File: src/rtl/aes_vector_sequencer.sv
// rtl/aes_vector_sequencer.sv - AES encoder test-vector sequencer with expected-result pipeline and statistics
module aes_vector_sequencer #(
  parameter int KEY_SIZE   = 128,
  parameter int LATENCY    = 10,
  parameter int SWEEP_BITS = 128,
  parameter int CNT_W      = 32
) (
  input  logic                clk,
  input  logic                rst_n,
  input  logic                vec_valid,
  output logic                vec_ready,
  input  logic                vec_seeded,
  input  logic                vec_last,
  input  logic [127:0]        vec_plain,
  input  logic [KEY_SIZE-1:0] vec_key,
  input  logic [127:0]        vec_expect,
  output logic [127:0]        dut_plain,
  output logic [KEY_SIZE-1:0] dut_key,
  output logic                dut_in_valid,
  input  logic [127:0]        dut_out,
  input  logic                dut_out_valid,
  output logic [CNT_W-1:0]    pass_count,
  output logic [CNT_W-1:0]    fail_count,
  output logic [CNT_W-1:0]    seeded_count,
  output logic [CNT_W-1:0]    proto_err_count,
  output logic [CNT_W-1:0]    first_fail_idx,
  output logic                done
);

  typedef enum logic [2:0] {
    S_IDLE, S_DIRECT, S_SWEEP_T, S_SWEEP_I, S_SWEEP_F, S_DRAIN, S_DONE
  } state_e;

  localparam logic [7:0] SWEEP_LAST = 8'(SWEEP_BITS - 1);
  localparam logic [5:0] DRAIN_LAST = 6'(LATENCY - 1);

  state_e              state_q, state_d;
  logic [127:0]        plain_q, plain_d;
  logic [KEY_SIZE-1:0] key_q, key_d;
  logic [127:0]        expect_q, expect_d;
  logic                last_q, last_d;
  logic [7:0]          bit_q, bit_d;
  logic [5:0]          drain_q, drain_d;
  logic [CNT_W-1:0]    issue_idx_q, issue_idx_d;
  logic [127:0]        hold_plain_q, hold_plain_d;
  logic [KEY_SIZE-1:0] hold_key_q, hold_key_d;
  logic [CNT_W-1:0]    pass_q, pass_d, fail_q, fail_d;
  logic [CNT_W-1:0]    seeded_q, seeded_d, proto_q, proto_d;
  logic [CNT_W-1:0]    first_fail_q, first_fail_d;

  logic                pipe_issued_q  [LATENCY];
  logic                pipe_issued_d  [LATENCY];
  logic                pipe_checked_q [LATENCY];
  logic                pipe_checked_d [LATENCY];
  logic [127:0]        pipe_expect_q  [LATENCY];
  logic [127:0]        pipe_expect_d  [LATENCY];
  logic [CNT_W-1:0]    pipe_index_q   [LATENCY];
  logic [CNT_W-1:0]    pipe_index_d   [LATENCY];

  logic                issue;
  logic                issue_checked;
  logic [127:0]        issue_plain;
  logic [KEY_SIZE-1:0] issue_key;

  function automatic logic [CNT_W-1:0] sat_inc(input logic [CNT_W-1:0] v);
    return (&v) ? v : v + CNT_W'(1);
  endfunction

  always_comb begin
    state_d       = state_q;
    plain_d       = plain_q;
    key_d         = key_q;
    expect_d      = expect_q;
    last_d        = last_q;
    bit_d         = bit_q;
    drain_d       = drain_q;
    issue         = 1'b0;
    issue_checked = 1'b0;
    issue_plain   = plain_q;
    issue_key     = key_q;

    case (state_q)
      S_IDLE: begin
        bit_d = 8'd0;
        if (vec_valid) begin
          plain_d  = vec_plain;
          key_d    = vec_key;
          expect_d = vec_expect;
          last_d   = vec_last;
          state_d  = vec_seeded ? S_SWEEP_T : S_DIRECT;
        end
      end
      S_DIRECT: begin
        issue         = 1'b1;
        issue_checked = 1'b1;
        drain_d       = 6'd0;
        state_d       = last_q ? S_DRAIN : S_IDLE;
      end
      S_SWEEP_T, S_SWEEP_I: begin
        issue       = 1'b1;
        issue_plain = plain_q ^ (128'd1 << bit_q);
        if (state_q == S_SWEEP_I) issue_key = ~key_q;
        if (bit_q == SWEEP_LAST) begin
          bit_d   = 8'd0;
          state_d = (state_q == S_SWEEP_T) ? S_SWEEP_I : S_SWEEP_F;
        end else begin
          bit_d = bit_q + 8'd1;
        end
      end
      S_SWEEP_F: begin
        issue   = 1'b1;
        drain_d = 6'd0;
        state_d = last_q ? S_DRAIN : S_IDLE;
      end
      S_DRAIN: begin
        if (drain_q == DRAIN_LAST) state_d = S_DONE;
        else drain_d = drain_q + 6'd1;
      end
      default: state_d = S_DONE;
    endcase
  end

  // Issue side: outputs hold their last issued value between issues.
  always_comb begin
    issue_idx_d  = issue ? issue_idx_q + CNT_W'(1) : issue_idx_q;
    hold_plain_d = issue ? issue_plain : hold_plain_q;
    hold_key_d   = issue ? issue_key : hold_key_q;

    pipe_issued_d[0]  = issue;
    pipe_checked_d[0] = issue_checked;
    pipe_expect_d[0]  = expect_q;
    pipe_index_d[0]   = issue_idx_q;
    for (int i = 1; i < LATENCY; i++) begin
      pipe_issued_d[i]  = pipe_issued_q[i-1];
      pipe_checked_d[i] = pipe_checked_q[i-1];
      pipe_expect_d[i]  = pipe_expect_q[i-1];
      pipe_index_d[i]   = pipe_index_q[i-1];
    end
  end

  // Tail check runs every cycle, independent of whatever is being issued.
  always_comb begin
    pass_d       = pass_q;
    fail_d       = fail_q;
    seeded_d     = seeded_q;
    proto_d      = proto_q;
    first_fail_d = first_fail_q;
    if (dut_out_valid != pipe_issued_q[LATENCY-1]) begin
      proto_d = sat_inc(proto_q);
    end else if (dut_out_valid) begin
      if (!pipe_checked_q[LATENCY-1]) begin
        seeded_d = sat_inc(seeded_q);
      end else if (dut_out == pipe_expect_q[LATENCY-1]) begin
        pass_d = sat_inc(pass_q);
      end else begin
        fail_d = sat_inc(fail_q);
        if (fail_q == '0) first_fail_d = pipe_index_q[LATENCY-1];
      end
    end
  end

  always_ff @(posedge clk or negedge rst_n) begin
    if (!rst_n) begin
      state_q      <= S_IDLE;
      plain_q      <= '0;
      key_q        <= '0;
      expect_q     <= '0;
      last_q       <= 1'b0;
      bit_q        <= 8'd0;
      drain_q      <= 6'd0;
      issue_idx_q  <= '0;
      hold_plain_q <= '0;
      hold_key_q   <= '0;
      pass_q       <= '0;
      fail_q       <= '0;
      seeded_q     <= '0;
      proto_q      <= '0;
      first_fail_q <= '0;
      for (int i = 0; i < LATENCY; i++) begin
        pipe_issued_q[i]  <= 1'b0;
        pipe_checked_q[i] <= 1'b0;
        pipe_expect_q[i]  <= '0;
        pipe_index_q[i]   <= '0;
      end
    end else begin
      state_q      <= state_d;
      plain_q      <= plain_d;
      key_q        <= key_d;
      expect_q     <= expect_d;
      last_q       <= last_d;
      bit_q        <= bit_d;
      drain_q      <= drain_d;
      issue_idx_q  <= issue_idx_d;
      hold_plain_q <= hold_plain_d;
      hold_key_q   <= hold_key_d;
      pass_q       <= pass_d;
      fail_q       <= fail_d;
      seeded_q     <= seeded_d;
      proto_q      <= proto_d;
      first_fail_q <= first_fail_d;
      for (int i = 0; i < LATENCY; i++) begin
        pipe_issued_q[i]  <= pipe_issued_d[i];
        pipe_checked_q[i] <= pipe_checked_d[i];
        pipe_expect_q[i]  <= pipe_expect_d[i];
        pipe_index_q[i]   <= pipe_index_d[i];
      end
    end
  end

  assign vec_ready       = (state_q == S_IDLE);
  assign done            = (state_q == S_DONE);
  assign dut_in_valid    = issue;
  assign dut_plain       = issue ? issue_plain : hold_plain_q;
  assign dut_key         = issue ? issue_key : hold_key_q;
  assign pass_count      = pass_q;
  assign fail_count      = fail_q;
  assign seeded_count    = seeded_q;
  assign proto_err_count = proto_q;
  assign first_fail_idx  = first_fail_q;

endmodule

File: config.mk
export PLATFORM = sky130hd
export DESIGN_NAME = aes_vector_sequencer
export DESIGN_NICKNAME = d
export VERILOG_FILES = /design/src/rtl/aes_vector_sequencer.sv
export SDC_FILE = /design/constraint.sdc
export NUM_CORES = 2
export LEC_CHECK = 0
export ABC_CLOCK_PERIOD_IN_PS = 3650
export BUFFER_PORTS_ARGS = -buffer_cell sky130_fd_sc_hd__buf_2
export CAP_MARGIN = 10
export CORE_MARGIN = 2
export CORE_UTILIZATION = 50
export DETAILED_ROUTE_END_ITERATION = 10
export PLACE_DENSITY = 0.75
export REMOVE_ABC_BUFFERS = 1
export SLEW_MARGIN = 0
export SYNTH_ARGS = -nofsm -noshare
export SYNTH_HDL_FRONTEND = slang
export SYNTH_SLANG_ARGS = --single-unit
File: constraint.sdc
create_clock -name clk -period 3.65 [get_ports clk]
set_input_delay 0.73 -clock clk [delete_from_list [all_inputs] [get_ports clk]]
set_output_delay 0.73 -clock clk [all_outputs]
set_load 0.01 [all_outputs]
Yosys cells after proc, flatten, opt, wreduce, memory -nomap -nowiden
Cells that the tools add are included.

Mux-type cells: 18. Bitwise logic cells: 9. Add/subtract/negate cells: 7. Eq/ne operators: 14. Reductions and logical operators: 19. Shifts and indexed selects: 1.

Operator list (count): two-way mux 128 bit (5); adder 32 x 1 -> 32 bit (second input constant) (5); == test 128 bit (1); inverter 128 bit (1); AND reduction 32 bit (4); left shift 1 x 8 -> 128 bit (first input constant) (1); XOR 128 bit (1); zero test 32 bit (1); one-hot mux 8 bit (2 select lines) (1); two-way mux 3 bit (5); AND reduction 5 bit (3); one-hot mux 3 bit (4 select lines) (1); one-hot mux 6 bit (2 select lines) (1); == test 3 bit (second input constant) (3); adder 8 x 1 -> 8 bit (second input constant) (1); == test 8 x 7 -> 1 bit (second input constant) (1); two-way mux 8 bit (1); inequality test 2 bit (second input constant) (4); inverter 1 bit (7); adder 6 x 1 -> 6 bit (second input constant) (1); == test 3 x 2 -> 1 bit (second input constant) (2); == test 6 x 4 -> 1 bit (second input constant) (1); two-way mux 6 bit (1); AND reduction 2 bit (3); 10 further kinds (13).

Bits of input ports: 518. Register bits: 2470. Logic and storage cells: 123.

Logic depth before layout (Yosys ltp)
Depth after elaboration: 4. Depth in mapped cells: 10. Mapped depth without buffers: 9.

Least setup slack after synthesis
OpenSTA, ideal clock, no wires.

Path kind: register -> output. Start: register state_q[2]. End: output dut_plain[33]. Path slack: 0.981 ns. Arrival time: 1.939 ns. Stages on the path, launching flop included: 10. Required time: 2.920 ns. Cells stage by stage: dfrtp_1 > nand2b_1 > nor3_1 > buf_2 > and2_1 > clkbuf_1 > buf_4 > nand2_1 > xor2_1 > a21oi_1.

Longest elaborated chain between the ends: 4.

RTL lines: from (decl) (line 37) `state_e state_q, state_d;`; from (signal assigned) (line 186) `state_q <= state_d;`; == test 3 x 2 -> 1 bit (tied with other cells) (line 82) `case (state_q)`; OR reduction 4 bit (no source line) / OR reduction 2 bit (equally long branches); two-way mux 1 bit / two-way mux 128 bit (equally long branches) (line 82); two-way mux 128 bit * (line 213) `assign dut_plain = issue ? issue_plain : hold_plain_q;`; to (decl) (line 17) `output logic [127:0] dut_plain,`.

Mark *: on every way between the ends. The rest lies on a longest branch, timed or not.

Worst setup path in the final report
Start: register state_q[1]. End: output dut_key[47].

Longest elaborated chain between the ends: 4.

RTL lines: == test 3 x 2 -> 1 bit (tied with other cells) (line 82, 102); OR reduction 4 bit (no source line) (tied with other cells); two-way mux 1 bit / two-way mux 128 bit (equally long branches) (line 82); two-way mux 128 bit * (line 214) `assign dut_key = issue ? issue_key : hold_key_q;`; to (decl) (line 18) `output logic [KEY_SIZE-1:0] dut_key,`.

Marked as above.

==> flow_metrics.tcl <==
set metrics [dict create \
    pwr-share-comb_pct 22.1 \
    hold-worst-slack_ns 0.0913 \
    tightestPinTransition_ns 0.883 \
    period_share_pct 97.3 \
    synth_area_um2 77900 \
    dpl_cell_area_um2 86200 \
    drtIter0Drc 2687 \
    first_global_vias 45500 \
    io_buffers 936 \
    synth_cell_type_count 57 \
    mostFrequentLayoutCell "dfrtp_1" \
    initial_core_util_pct 50.5 \
    ant_nets 0 \
    finalPower_mw 88.7 \
    ys.flop_type "dfrtp_1" \
    p_leak_nw 44.8 \
    nets 6464 \
    cts_tree "yes" \
    p_sw_mw 27.1 \
    cts.sinks 2470 \
    n_fill_cell 10700 \
    vias 41800 \
    highest_layer "met5" \
    hp-class "in -> reg" \
    htreeDepth 4 \
    max-vdd-ir-drop_mv 0.835 \
    cp_max_fo 32 \
    seq_power_share_pct 49.6 \
    grt_pass1_wl_mm 284 \
    yosysWarnings 0 \
    finalMaxSlewViolations 0 \
    fmax_mhz 282 \
    drtPass1Iterations 5 \
    post-route-util_pct 61.8 \
    powerDensity_nw_per_um2 929 \
    p_sw_share_pct 30.6 \
    cts-buffers-inserted 228 \
    cts.clk_slew.worst_paths_ns 0.06 \
    place_congestion 0.896 \
    dieWidth_um 399 \
    clk_latency_ns 0.87 \
    synth_area_per_cell_um2 16.4 \
    seq_area_frac_synth_pct 79.3 \
    cts.path.max_buffers 3 \
    rsz0062_at_grt "yes" \
    ys_async_sr_fraction_pct 100 \
    instances_no_fill 8252 \
    path_class "reg -> out" \
    layout_setup_ws_ns 0.0982 \
    hold_viol_final 0 \
    avgViaCountPerCell 5.06 \
    wl_per_cell_um 23.4 \
    dr_wl_met3_mm 12.9 \
    cp_data_required_time_ns 2.92 \
    dp_cells 7723 \
    drc 0 \
    die_h_um 399 \
    wl_mm 193 \
    grt.total_usage_pct 24.1 \
    syn_inst 4758 \
    arrival_ns 2.82 \
    synth_seq_cells 2470 \
    internal-power_mw 61.6 \
    layout-drive-gt1-share_pct 32.6 \
    clkPwrFrac_pct 28.3 \
    dp_worst_setup_slack_ns 0.157 \
    die_area_um2 159000 \
    setup_viol 0 \
    fin_area_um2 95500 \
    core_area_um2 154000 \
    grt_max_degree 114 \
    syn2layout_area_growth_pct 22.5 \
    post-route-min-period_ns 3.55 \
    grt_overflow 0 \
    wl_met2_mm 99.0 \
    place_hpwl_mm 125 \
    skew_ns 0.101 \
    synth-edff-count 0 \
    clockRootBuffer "clkbuf_16" \
    rows 144 \
    status "finished, final reports clean" \
    cp-end-kind "output pin" \
    maxCapViolations 0 \
    max-slew-margin-rel_pct 41.1 \
    layout_common_cells "2464 x dfrtp_1, 926 x buf_2, 389 x mux2_2" \
    ios 937 \
    antenna_found_initial 97 \
    start_kind "flip-flop" \
    m1WireLength_mm 68.4 \
    final.setup.tns_ns 0 \
]
[worst max-delay path, stage by stage, from the launching register on]
cell	delay [ns]
dfrtp_2	0.46
buf_4	0.16
nor3_4	0.22
nor2_4	0.05
buf_12	0.15
buf_12	0.18
bufbuf_16	0.34
a21oi_1	0.25
buf_2	0.19
[registers in the layout, indices dropped and copies added (netlist names), 32 cells and up]
register / count
pipe_index_d: 288
pipe_expect_q: 128
hold_plain_q: 128
first_fail_idx: 32
hold_key_q: 128
pipe_index_q: 32
issue_idx_q: 32
fail_count: 32
expect_q: 128
pass_count: 32
proto_err_count: 32
seeded_count: 32
plain_q: 128
key_q: 128
pipe_expect_d: 1152
[Yosys cell counts, drive strengths merged, types with 4 or more instances]
master | number | share of area [%]
and2 | 18 | 0.14
ha | 15 | 0.24
clkbuf | 75 | 0.36
or3 | 4 | 0.032
xnor2 | 281 | 3.2
and3 | 36 | 0.30
nor3b | 4 | 0.066
nand4 | 98 | 0.79
a21oi | 257 | 1.7
nor4 | 23 | 0.22
nand2b | 7 | 0.066
nor3 | 29 | 0.21
o21ai | 8 | 0.051
nor2b | 12 | 0.11
inv | 19 | 0.092
nand2 | 194 | 0.94
mux2 | 422 | 6.2
buf | 81 | 0.58
xor2 | 263 | 3.0
and4 | 12 | 0.14
nand3 | 81 | 0.52
dfrtp | 2470 | 79
nor2 | 325 | 1.6
[final timing paths]
path / slack (ns) / cells after the start / from / end
max in group asynchronous: 1.87 / 4 / rst_n / pipe_index_d[133]$_DFF_PN0_
setup reg to reg: 0.53 / 8 / pipe_expect_q[6]$_DFF_PN0_ / first_fail_idx[22]$_DFFE_PN0P_
setup / recovery: 0.1 / 8 / state_q[1]$_DFFE_PN0P_ / dut_key[47]
hold reg to reg: 0.28 / 0 / pipe_expect_d[764]$_DFF_PN0_ / pipe_expect_d[636]$_DFF_PN0_
min in group asynchronous: 0.50 / 2 / rst_n / pipe_expect_d[1150]$_DFF_PN0_
hold / removal: 0.09 / 2 / vec_expect[15] / expect_q[15]$_DFFE_PN0P_
[power groups by stage]
stage               sequential (mW)  clock, mW  combinational, mW
floorplan                      42.0          0               9.01
global placement               43.3          0               17.5
detailed placement             44.2          0               18.0
CTS                            44.2       25.6               18.9
global route                   45.1       26.8               21.1
finish                         44.0       25.1               19.6
[cells by family (layout without fill, tap and decap cells)]
kind of cell | count (synthesis) | count (layout) | synth area share, %
AO/OA/AOI/OAI | 277 | 277 | 1.82
multiplexers | 423 | 423 | 6.26
XOR/XNOR | 544 | 544 | 6.11
AND/OR/NAND/NOR | 854 | 854 | 5.23
adder cells (fa/ha/maj) | 15 | 15 | 0.241
flip-flops | 2470 | 2470 | 79.3
buffers and inverters | 175 | 1544 | 1.03
other | 0 | 81 | 0
[routing by layer]
layer  vias to the layer above  track usage (%)
met5                         -                0
li1                      18100                -
met4                         8             14.1
met2                      1413             40.7
met1                     21700             27.5
met3                       535             6.61
[what timing repair did]
| action | 4_1_cts | 5_1_grt |
|---|---|---|
| resized for setup | 66 | 65 |
| pin swaps | 4 | 9 |
| setup buffers | 7 | 4 |
| hold buffers | 1 | 0 |
| cloned | 4 | 6 |
| endpoints found under the hold margin | 74 | 0 |
| setup endpoints to repair | 244 | 168 |
[layout make-up]
type | count | area (um^2) | share of cell area [%]
clock buffers | 324 | 6650 | 6.96
inverters | 19 | 71.3 | 0.0747
well taps | 2044 | 2560 | 2.68
diodes | 81 | 203 | 0.212
clock inverters | 102 | 1510 | 1.58
multi-input cells | 2113 | 15600 | 16.4
repair buffers | 1099 | 7040 | 7.38
flip-flops and latches | 2470 | 61800 | 64.8
Note: power is estimated with default switching activity, not from simulation.
